==> src/rtl/mannix_job_sched_if.sv <==
// +-----------------------------------------------------------------------+
// | mannix_job_sched_if : SW command / completion handshake bundle        |
// | Revision: 1.0                                                         |
// +-----------------------------------------------------------------------+
`timescale 1ns/1ps
`default_nettype none

interface mannix_job_sched_if #(
   parameter int TAG_W = 8
) ();
   logic             cmd_valid;
   logic             cmd_ready;
   logic [1:0]       cmd_unit;
   logic [TAG_W-1:0] cmd_tag;
   logic             cmp_valid;
   logic             cmp_ready;
   logic [1:0]       cmp_unit;
   logic [TAG_W-1:0] cmp_tag;
   logic             cmp_err;

   modport master (
      output cmd_valid, cmd_unit, cmd_tag, cmp_ready,
      input  cmd_ready, cmp_valid, cmp_unit, cmp_tag, cmp_err
   );

   modport slave (
      input  cmd_valid, cmd_unit, cmd_tag, cmp_ready,
      output cmd_ready, cmp_valid, cmp_unit, cmp_tag, cmp_err
   );
endinterface

`default_nettype wire

==> src/rtl/mannix_job_sched.sv <==
// +-----------------------------------------------------------------------+
// | mannix_job_sched : in-order job FIFO dispatching to fcc/cnn/pool      |
// | with per-unit done/timeout collection and a completion handshake.     |
// | Revision: 1.0                                                         |
// +-----------------------------------------------------------------------+
`timescale 1ns/1ps
`default_nettype none

module mannix_job_sched #(
   parameter int DEPTH       = 8,
   parameter int TAG_W       = 8,
   parameter int TIMEOUT_CYC = 65536,
   parameter int TMO_W       = 17
) (
   input  wire logic                   clk,
   input  wire logic                   rst_n,
   mannix_job_sched_if.slave           sw,
   output logic                        fcc_go,
   input  wire logic                   fcc_done,
   output logic                        cnn_go,
   input  wire logic                   cnn_done,
   output logic                        pool_go,
   input  wire logic                   pool_done,
   output logic [2:0]                  unit_busy,
   output logic [$clog2(DEPTH):0]      q_level
);

   localparam int AW = $clog2(DEPTH);
   localparam logic [AW:0]      FULL_LVL = (AW+1)'(DEPTH);
   localparam logic [TMO_W-1:0] TMO_LAST = TMO_W'(TIMEOUT_CYC - 1);

   typedef enum logic [1:0] {
      ST_IDLE = 2'd0,
      ST_RUN  = 2'd1,
      ST_CMPL = 2'd2
   } unit_st_e;

   // ---------------- command FIFO ----------------
   logic [1:0]       fifo_unit_q [DEPTH];
   logic [TAG_W-1:0] fifo_tag_q  [DEPTH];
   logic [AW-1:0]    wr_ptr_q, wr_ptr_d, rd_ptr_q, rd_ptr_d;
   logic [AW:0]      count_q, count_d;
   logic             push, pop;
   logic [1:0]       head_unit;
   logic [TAG_W-1:0] head_tag;

   assign sw.cmd_ready = (count_q != FULL_LVL);
   assign push         = sw.cmd_valid & sw.cmd_ready;
   assign head_unit    = fifo_unit_q[rd_ptr_q];
   assign head_tag     = fifo_tag_q[rd_ptr_q];

   always_ff @(posedge clk) begin
      if (push) begin
         fifo_unit_q[wr_ptr_q] <= sw.cmd_unit;
         fifo_tag_q[wr_ptr_q]  <= sw.cmd_tag;
      end
   end

   always_comb begin
      wr_ptr_d = wr_ptr_q;
      rd_ptr_d = rd_ptr_q;
      if (push) wr_ptr_d = wr_ptr_q + 1'b1;
      if (pop)  rd_ptr_d = rd_ptr_q + 1'b1;
      count_d = count_q + (AW+1)'(push) - (AW+1)'(pop);
   end

   always_ff @(posedge clk or negedge rst_n) begin
      if (!rst_n) begin
         wr_ptr_q <= '0;
         rd_ptr_q <= '0;
         count_q  <= '0;
      end else begin
         wr_ptr_q <= wr_ptr_d;
         rd_ptr_q <= rd_ptr_d;
         count_q  <= count_d;
      end
   end

   // ---------------- dispatch ----------------
   logic [2:0]       unit_idle;
   logic [2:0]       cmpl_nxt;
   logic [2:0]       err_nxt;
   logic [2:0]       go_vec;
   logic [2:0]       done_vec;
   logic [TAG_W-1:0] unit_tag [3];
   logic [3:0]       can_issue;

   // Index 3 is the barrier: it may only leave the FIFO once every unit is idle.
   assign can_issue = {&unit_idle, unit_idle};
   assign pop       = (count_q != '0) & can_issue[head_unit];
   assign done_vec  = {pool_done, cnn_done, fcc_done};

   // ---------------- completion register ----------------
   logic             cmp_valid_q, cmp_valid_d;
   logic [1:0]       cmp_unit_q, cmp_unit_d;
   logic [TAG_W-1:0] cmp_tag_q, cmp_tag_d;
   logic             cmp_err_q, cmp_err_d;
   logic             cmp_fire;

   assign cmp_fire = cmp_valid_q & sw.cmp_ready;

   // ---------------- per-unit FSMs ----------------
   for (genvar i = 0; i < 3; i++) begin : g_unit
      unit_st_e         st_q, st_d;
      logic [TAG_W-1:0] tag_q, tag_d;
      logic [TMO_W-1:0] cnt_q, cnt_d;
      logic             err_q, err_d;
      logic             go_q, go_d;
      logic             pop_me, accept_me, tmo_hit;

      assign pop_me    = pop & (head_unit == 2'(i));
      assign accept_me = cmp_fire & (cmp_unit_q == 2'(i));
      assign tmo_hit   = (TIMEOUT_CYC != 0) && (cnt_q == TMO_LAST);

      always_comb begin
         st_d  = st_q;
         tag_d = tag_q;
         cnt_d = cnt_q;
         err_d = err_q;
         go_d  = 1'b0;
         case (st_q)
            ST_IDLE: begin
               if (pop_me) begin
                  st_d  = ST_RUN;
                  go_d  = 1'b1;
                  tag_d = head_tag;
                  cnt_d = '0;
               end
            end
            ST_RUN: begin
               cnt_d = cnt_q + 1'b1;
               // done wins over a coincident timeout; done in the go cycle is stale
               if (!go_q && done_vec[i]) begin
                  st_d  = ST_CMPL;
                  err_d = 1'b0;
               end else if (tmo_hit) begin
                  st_d  = ST_CMPL;
                  err_d = 1'b1;
               end
            end
            ST_CMPL: begin
               if (accept_me) st_d = ST_IDLE;
            end
            default: st_d = ST_IDLE;
         endcase
      end

      always_ff @(posedge clk or negedge rst_n) begin
         if (!rst_n) begin
            st_q  <= ST_IDLE;
            tag_q <= '0;
            cnt_q <= '0;
            err_q <= 1'b0;
            go_q  <= 1'b0;
         end else begin
            st_q  <= st_d;
            tag_q <= tag_d;
            cnt_q <= cnt_d;
            err_q <= err_d;
            go_q  <= go_d;
         end
      end

      assign unit_idle[i] = (st_q == ST_IDLE);
      assign cmpl_nxt[i]  = (st_d == ST_CMPL);
      assign err_nxt[i]   = err_d;
      assign unit_tag[i]  = tag_q;
      assign go_vec[i]    = go_q;
   end

   // Load from next-state so a record appears the same cycle its unit enters CMPL.
   always_comb begin
      cmp_valid_d = cmp_valid_q;
      cmp_unit_d  = cmp_unit_q;
      cmp_tag_d   = cmp_tag_q;
      cmp_err_d   = cmp_err_q;
      if (!cmp_valid_q || cmp_fire) begin
         cmp_valid_d = |cmpl_nxt;
         if (cmpl_nxt[0]) begin
            cmp_unit_d = 2'd0;
            cmp_tag_d  = unit_tag[0];
            cmp_err_d  = err_nxt[0];
         end else if (cmpl_nxt[1]) begin
            cmp_unit_d = 2'd1;
            cmp_tag_d  = unit_tag[1];
            cmp_err_d  = err_nxt[1];
         end else if (cmpl_nxt[2]) begin
            cmp_unit_d = 2'd2;
            cmp_tag_d  = unit_tag[2];
            cmp_err_d  = err_nxt[2];
         end
      end
   end

   always_ff @(posedge clk or negedge rst_n) begin
      if (!rst_n) begin
         cmp_valid_q <= 1'b0;
         cmp_unit_q  <= '0;
         cmp_tag_q   <= '0;
         cmp_err_q   <= 1'b0;
      end else begin
         cmp_valid_q <= cmp_valid_d;
         cmp_unit_q  <= cmp_unit_d;
         cmp_tag_q   <= cmp_tag_d;
         cmp_err_q   <= cmp_err_d;
      end
   end

   assign sw.cmp_valid = cmp_valid_q;
   assign sw.cmp_unit  = cmp_unit_q;
   assign sw.cmp_tag   = cmp_tag_q;
   assign sw.cmp_err   = cmp_err_q;

   assign fcc_go    = go_vec[0];
   assign cnn_go    = go_vec[1];
   assign pool_go   = go_vec[2];
   assign unit_busy = ~unit_idle;
   assign q_level   = count_q;

endmodule

`default_nettype wire

==> src/flat_wrapper.sv <==
// flat-port wrapper written by rule: the top's interface ports become plain ports
module mannix_job_sched_flat 
#(
   parameter int DEPTH       = 8,
   parameter int TAG_W       = 8,
   parameter int TIMEOUT_CYC = 65536,
   parameter int TMO_W       = 17
)
  (clk, rst_n, fcc_go, fcc_done, cnn_go, cnn_done, pool_go, pool_done, unit_busy, q_level, sw_cmd_valid, sw_cmd_unit, sw_cmd_tag, sw_cmp_ready, sw_cmd_ready, sw_cmp_valid, sw_cmp_unit, sw_cmp_tag, sw_cmp_err);
  mannix_job_sched_if #(.TAG_W(TAG_W)) sw_i ();
  input  wire logic clk;
  input  wire logic rst_n;
  output logic fcc_go;
  input  wire logic fcc_done;
  output logic cnn_go;
  input  wire logic cnn_done;
  output logic pool_go;
  input  wire logic pool_done;
  output logic [2:0] unit_busy;
  output logic [$clog2(DEPTH):0] q_level;
  input wire logic [$bits(sw_i.cmd_valid)-1:0] sw_cmd_valid;
  input wire logic [$bits(sw_i.cmd_unit)-1:0] sw_cmd_unit;
  input wire logic [$bits(sw_i.cmd_tag)-1:0] sw_cmd_tag;
  input wire logic [$bits(sw_i.cmp_ready)-1:0] sw_cmp_ready;
  output wire logic [$bits(sw_i.cmd_ready)-1:0] sw_cmd_ready;
  output wire logic [$bits(sw_i.cmp_valid)-1:0] sw_cmp_valid;
  output wire logic [$bits(sw_i.cmp_unit)-1:0] sw_cmp_unit;
  output wire logic [$bits(sw_i.cmp_tag)-1:0] sw_cmp_tag;
  output wire logic [$bits(sw_i.cmp_err)-1:0] sw_cmp_err;
  assign sw_i.cmd_valid = sw_cmd_valid;
  assign sw_i.cmd_unit = sw_cmd_unit;
  assign sw_i.cmd_tag = sw_cmd_tag;
  assign sw_i.cmp_ready = sw_cmp_ready;
  assign sw_cmd_ready = sw_i.cmd_ready;
  assign sw_cmp_valid = sw_i.cmp_valid;
  assign sw_cmp_unit = sw_i.cmp_unit;
  assign sw_cmp_tag = sw_i.cmp_tag;
  assign sw_cmp_err = sw_i.cmp_err;
  mannix_job_sched #(.DEPTH(DEPTH), .TAG_W(TAG_W), .TIMEOUT_CYC(TIMEOUT_CYC), .TMO_W(TMO_W)) u_core (.clk(clk), .rst_n(rst_n), .sw(sw_i), .fcc_go(fcc_go), .fcc_done(fcc_done), .cnn_go(cnn_go), .cnn_done(cnn_done), .pool_go(pool_go), .pool_done(pool_done), .unit_busy(unit_busy), .q_level(q_level));
endmodule
==> config.mk <==
export PLATFORM = sky130hd
export DESIGN_NAME = mannix_job_sched_flat
export DESIGN_NICKNAME = d
export VERILOG_FILES = /design/src/rtl/mannix_job_sched_if.sv /design/src/rtl/mannix_job_sched.sv /design/src/flat_wrapper.sv
export SDC_FILE = /design/constraint.sdc
export NUM_CORES = 1
export LEC_CHECK = 0
export CAP_MARGIN = 10
export CORE_AREA = 2 2 140 142
export CTS_CLUSTER_SIZE = 40
export DETAILED_ROUTE_END_ITERATION = 7
export DIE_AREA = 0 0 142 144
export SLEW_MARGIN = 20
export SYNTH_ARGS = -nofsm -noshare
export SYNTH_HDL_FRONTEND = slang
export SYNTH_SLANG_ARGS = --single-unit
==> constraint.sdc <==
create_clock -name clk -period 5.9 [get_ports clk]
set_input_delay 0.885 -clock clk [delete_from_list [all_inputs] [get_ports clk]]
set_output_delay 0.885 -clock clk [all_outputs]
set_load 0.1 [all_outputs]
==> reports/summary.txt <==
Htree depth -> 4
WL per Instance -> 17.7 µm
Critical register-to-register path endpoint -> u_core.q_level[2]$_DFF_PN0_
Slew Limit Fails -> 0
TritonCTS Sinks -> 189
Total grt overflow -> 0
Number of post-CTS setup repair buffers -> 0
Max Cap Violations -> 0
EDFF count, synth -> 80
Reg2reg start -> u_core.rd_ptr_q[0]$_DFFE_PN0P_
Synth Flop Type -> dfrtp_1
Core area -> 19,100 µm²
DRC Markers -> 0
WL final -> 16.7 mm
Drt first pass iters -> 4
Hold WC Path Type -> primary input to async pin
TritonCTS clock tree -> done
RSZ-0062 raised after global routing -> false
Fmax -> 276 MHz
Period utilization -> 0.615
Largest net degree at the start of global routing -> 74
Worst r2r path cells -> 11
Worst setup EP type -> flip-flop
CTS root buffer -> clkbuf_16
Leakage power -> 3.68 nW
TNS Setup -> 0 ps
Synthesized Nets -> 690
Peak supply drop -> 429 µV
CP max FO -> 14
Clock Pin Slew Worst Setup and Hold Paths -> 70 ps
Crit path cell chain -> buf_4 > mux4_2 > mux2_2 > inv_2 > xnor2_1 > a21oi_2 > ha_1 > inv_1 > ha_1 > fa_1 > xor2_1
Slew headroom -> 0.291
Post-layout net count -> 726
# setup viols final -> 0
Total die area -> 20,400 µm²
Most used cell, CP -> ha_1
Synth cell types -> 55
Syn Std Cell Area -> 8400 µm²
Cts bufs inserted -> 17
Worst skew pair latency -> 430 ps
Tmin final -> 3630 ps
Sw Share -> 0.408
Crit path DAT -> 3950 ps
Status -> completed
Critical Path End -> u_core.q_level[2]$_DFF_PN0_
Clk_skew -> 10.9 ps
Detail Route Antenna Nets -> 0
Share of post-route cells with drive strength above 1 -> 0.157
Cts repair resizes -> 0
All-Layer GR Usage -> 0.176
Critical path class -> flip-flop to flip-flop
Vias in the first global route -> 5,302
Power, Total -> 0.00530 W
Internal cell power -> 0.00314 W
RD Place Congestion -> 0.794
Die H -> 144 µm
Cts hold-fix bufs -> 0
Seq/Total Area, Yosys -> 0.611
Util after Layout -> 0.502
CTS Buffer Depth -> 2
R2R Setup Slk -> 2270 ps
Placed cell count -> 913
Synth top area share -> 0.325
Antenna diodes -> 0
Standard-cell row count -> 51
Die W -> 142 µm
Vias -> 5,234
Synth Register Bits -> 189
Final hold vios -> 0
Req. time, crit path -> 6220 ps
Worst Max-Slew Pin Slew -> 1060 ps
Asr flop ratio synth -> 0.577
Initial Utilization -> 0.440
Finished Layout Cells -> 945
First-pass GRT wire length -> 27.7 mm
CP max stage cell -> dfrtp_1
Startpoint Class -> flip-flop
Antenna violations before repair -> 0
Post-Syn Area per Cell -> 12.8 µm²
Crit path largest cell delay -> 720 ps
Crit path from -> u_core.rd_ptr_q[0]$_DFFE_PN0P_
Reg power frac -> 0.367
Part of the power in combinational logic -> 0.419
Synth area leader -> dfrtp_1
Post-Synthesis Cells -> 658
Pwr Density -> 554 nW/µm²
Ports -> 40
Area growth syn-to-layout -> 14.0%
Clk pwr share -> 0.214
Vias per cell -> 5.54
Sw power -> 0.00216 W
YS warnings -> 0
Post-DP HPWL -> 10.9 mm
DRT iter0 DRCs -> 255
PortBufs -> 39
Top post-synthesis cells by area -> dfrtp_1 (32%), edfxtp_1 (29%), mux2_2 (5.2%)
==> per-layer routing <==
metal	global-route usage	up-vias	part of all wire
met5	0	-	0
met4	0.0411	0	0.0082
met3	0.0450	12	0.041
met2	0.295	104	0.49
met1	0.233	2623	0.46
li1	-	2495	-
==> worst min path at each step <==
stage	end	depth (start not counted)
finish	u_core.g_unit[1].cnt_q[14]$_DFFE_PN0P_	1
global route	u_core.g_unit[1].cnt_q[8]$_DFFE_PN0P_	1
CTS	u_core.g_unit[1].cnt_q[0]$_DFFE_PN0P_	1
detailed placement	u_core.g_unit[0].cnt_q[14]$_DFFE_PN0P_	1
floorplan	u_core.g_unit[2].cnt_q[11]$_DFFE_PN0P_	1
global placement	u_core.g_unit[0].cnt_q[14]$_DFFE_PN0P_	1
==> cell usage after synthesis (all sizes together), types with 2 or more instances <==
cell	instances
dfrtp	109
edfxtp	80
nand2	62
o21ai	45
mux2	44
nor2	44
nand3	29
a21oi	28
inv	21
mux4	18
a31oi	16
mux2i	15
buf	14
ha	14
clkbuf	13
and3	9
nor2b	9
xor2	9
o22ai	8
nand2b	7
nor3	7
and2	5
nand4	5
o21a	5
o31ai	5
or2	4
xnor2	4
and4	3
nand3b	3
o211ai	3
o21bai	3
a21o	2
a22oi	2
or3	2
==> power by group through the flow <==
stage          combinational [W]  sequential [W]  clock (W)
6_report                 0.00222         0.00195    0.00114
5_1_grt                  0.00241         0.00199    0.00122
4_1_cts                  0.00225         0.00195    0.00116
3_5_place_dp             0.00224         0.00198          0
3_3_place_gp             0.00219         0.00196          0
2_1_floorplan            0.00141         0.00228          0
==> cells by family (layout without fill, tap and decap cells) <==
| group | after synthesis | count (layout) | share of synthesized area |
|---|---|---|---|
| xor+xnor | 13 | 13 | 0.0136 |
| compound gates | 123 | 123 | 0.0877 |
| mux | 77 | 77 | 0.126 |
| buf+inv | 48 | 97 | 0.0279 |
| flops | 189 | 189 | 0.611 |
| simple gates | 193 | 193 | 0.111 |
| fa+ha+maj | 15 | 15 | 0.0232 |
==> state kept, by name (all words and copies together), names as in the netlist <==
register / flops
u_core.fifo_tag_q: 64
u_core.g_unit.cnt_q: 51
u_core.g_unit.tag_q: 24
u_core.fifo_unit_q: 16
u_core.sw.cmp_tag: 8
u_core.g_unit.st_q: 6
u_core.q_level: 4
u_core.g_unit.err_q: 3
u_core.rd_ptr_q: 3
u_core.wr_ptr_q: 3
u_core.sw.cmp_unit: 2
u_core.cnn_go: 1
u_core.fcc_go: 1
u_core.pool_go: 1
u_core.sw.cmp_err: 1
u_core.sw.cmp_valid: 1
==> worst max-delay path, delay by kind of cell (launching register included) <==
| family | cells | cell delay (ps) |
|---|---|---|
| flip-flops | 1 | 720 |
| adder cells (fa/ha/maj) | 3 | 860 |
| buffers and inverters | 3 | 550 |
| AO/OA/AOI/OAI | 1 | 140 |
| multiplexers | 2 | 860 |
| XOR/XNOR | 2 | 360 |
==> final cells by class <==
class,instances,area (µm²)
Clock buffer,17,425
Clock inverter,15,159
Fill cell,1619,9510
Inverter,21,78.8
Multi-Input combinational cell,421,3060
Sequential cell,189,5130
Tap cell,238,298
Timing Repair Buffer,44,425
==> metrics by stage <==
| step | area, µm² | setup slack [ps] | hold slack (ps) |
|---|---|---|---|
| floorplan | 8400 | 2170 | 434 |
| global placement | 8980 | 2340 | 457 |
| detailed placement | 8980 | 2240 | 465 |
| CTS | 9560 | 2220 | 421 |
| global route | 9570 | 2000 | 445 |
| finish | 9570 | 2270 | 423 |
==> cell usage in the layout (no fill, tap or decap), types with 3 or more instances in the layout <==
cell type,synthesis,layout
dfrtp_1,109,109
edfxtp_1,80,80
nand2_1,62,62
nor2_1,43,40
mux2_2,39,39
clkdlybuf4s50_1,0,38
nand3_1,29,29
o21ai_0,29,28
a21oi_1,27,27
inv_1,20,20
mux4_2,18,18
clkbuf_16,0,17
o21ai_1,15,16
a31oi_1,16,16
mux2i_1,15,15
ha_1,14,14
xor2_1,9,9
and3_1,9,9
nor2b_1,9,8
o22ai_1,8,8
nand2b_1,7,7
buf_4,2,6
nand4_1,5,5
o31ai_1,5,5
nor3_1,7,5
o21a_1,5,5
inv_6,0,5
or2_2,4,4
and2_1,4,4
xnor2_1,4,4
nor2_2,1,4
mux2_1,4,4
and4_1,3,3
o21bai_1,3,3
nand3b_1,3,3
o211ai_1,3,3
clkinvlp_4,0,3
No activity file was read; power rests on OpenSTA's default activity.
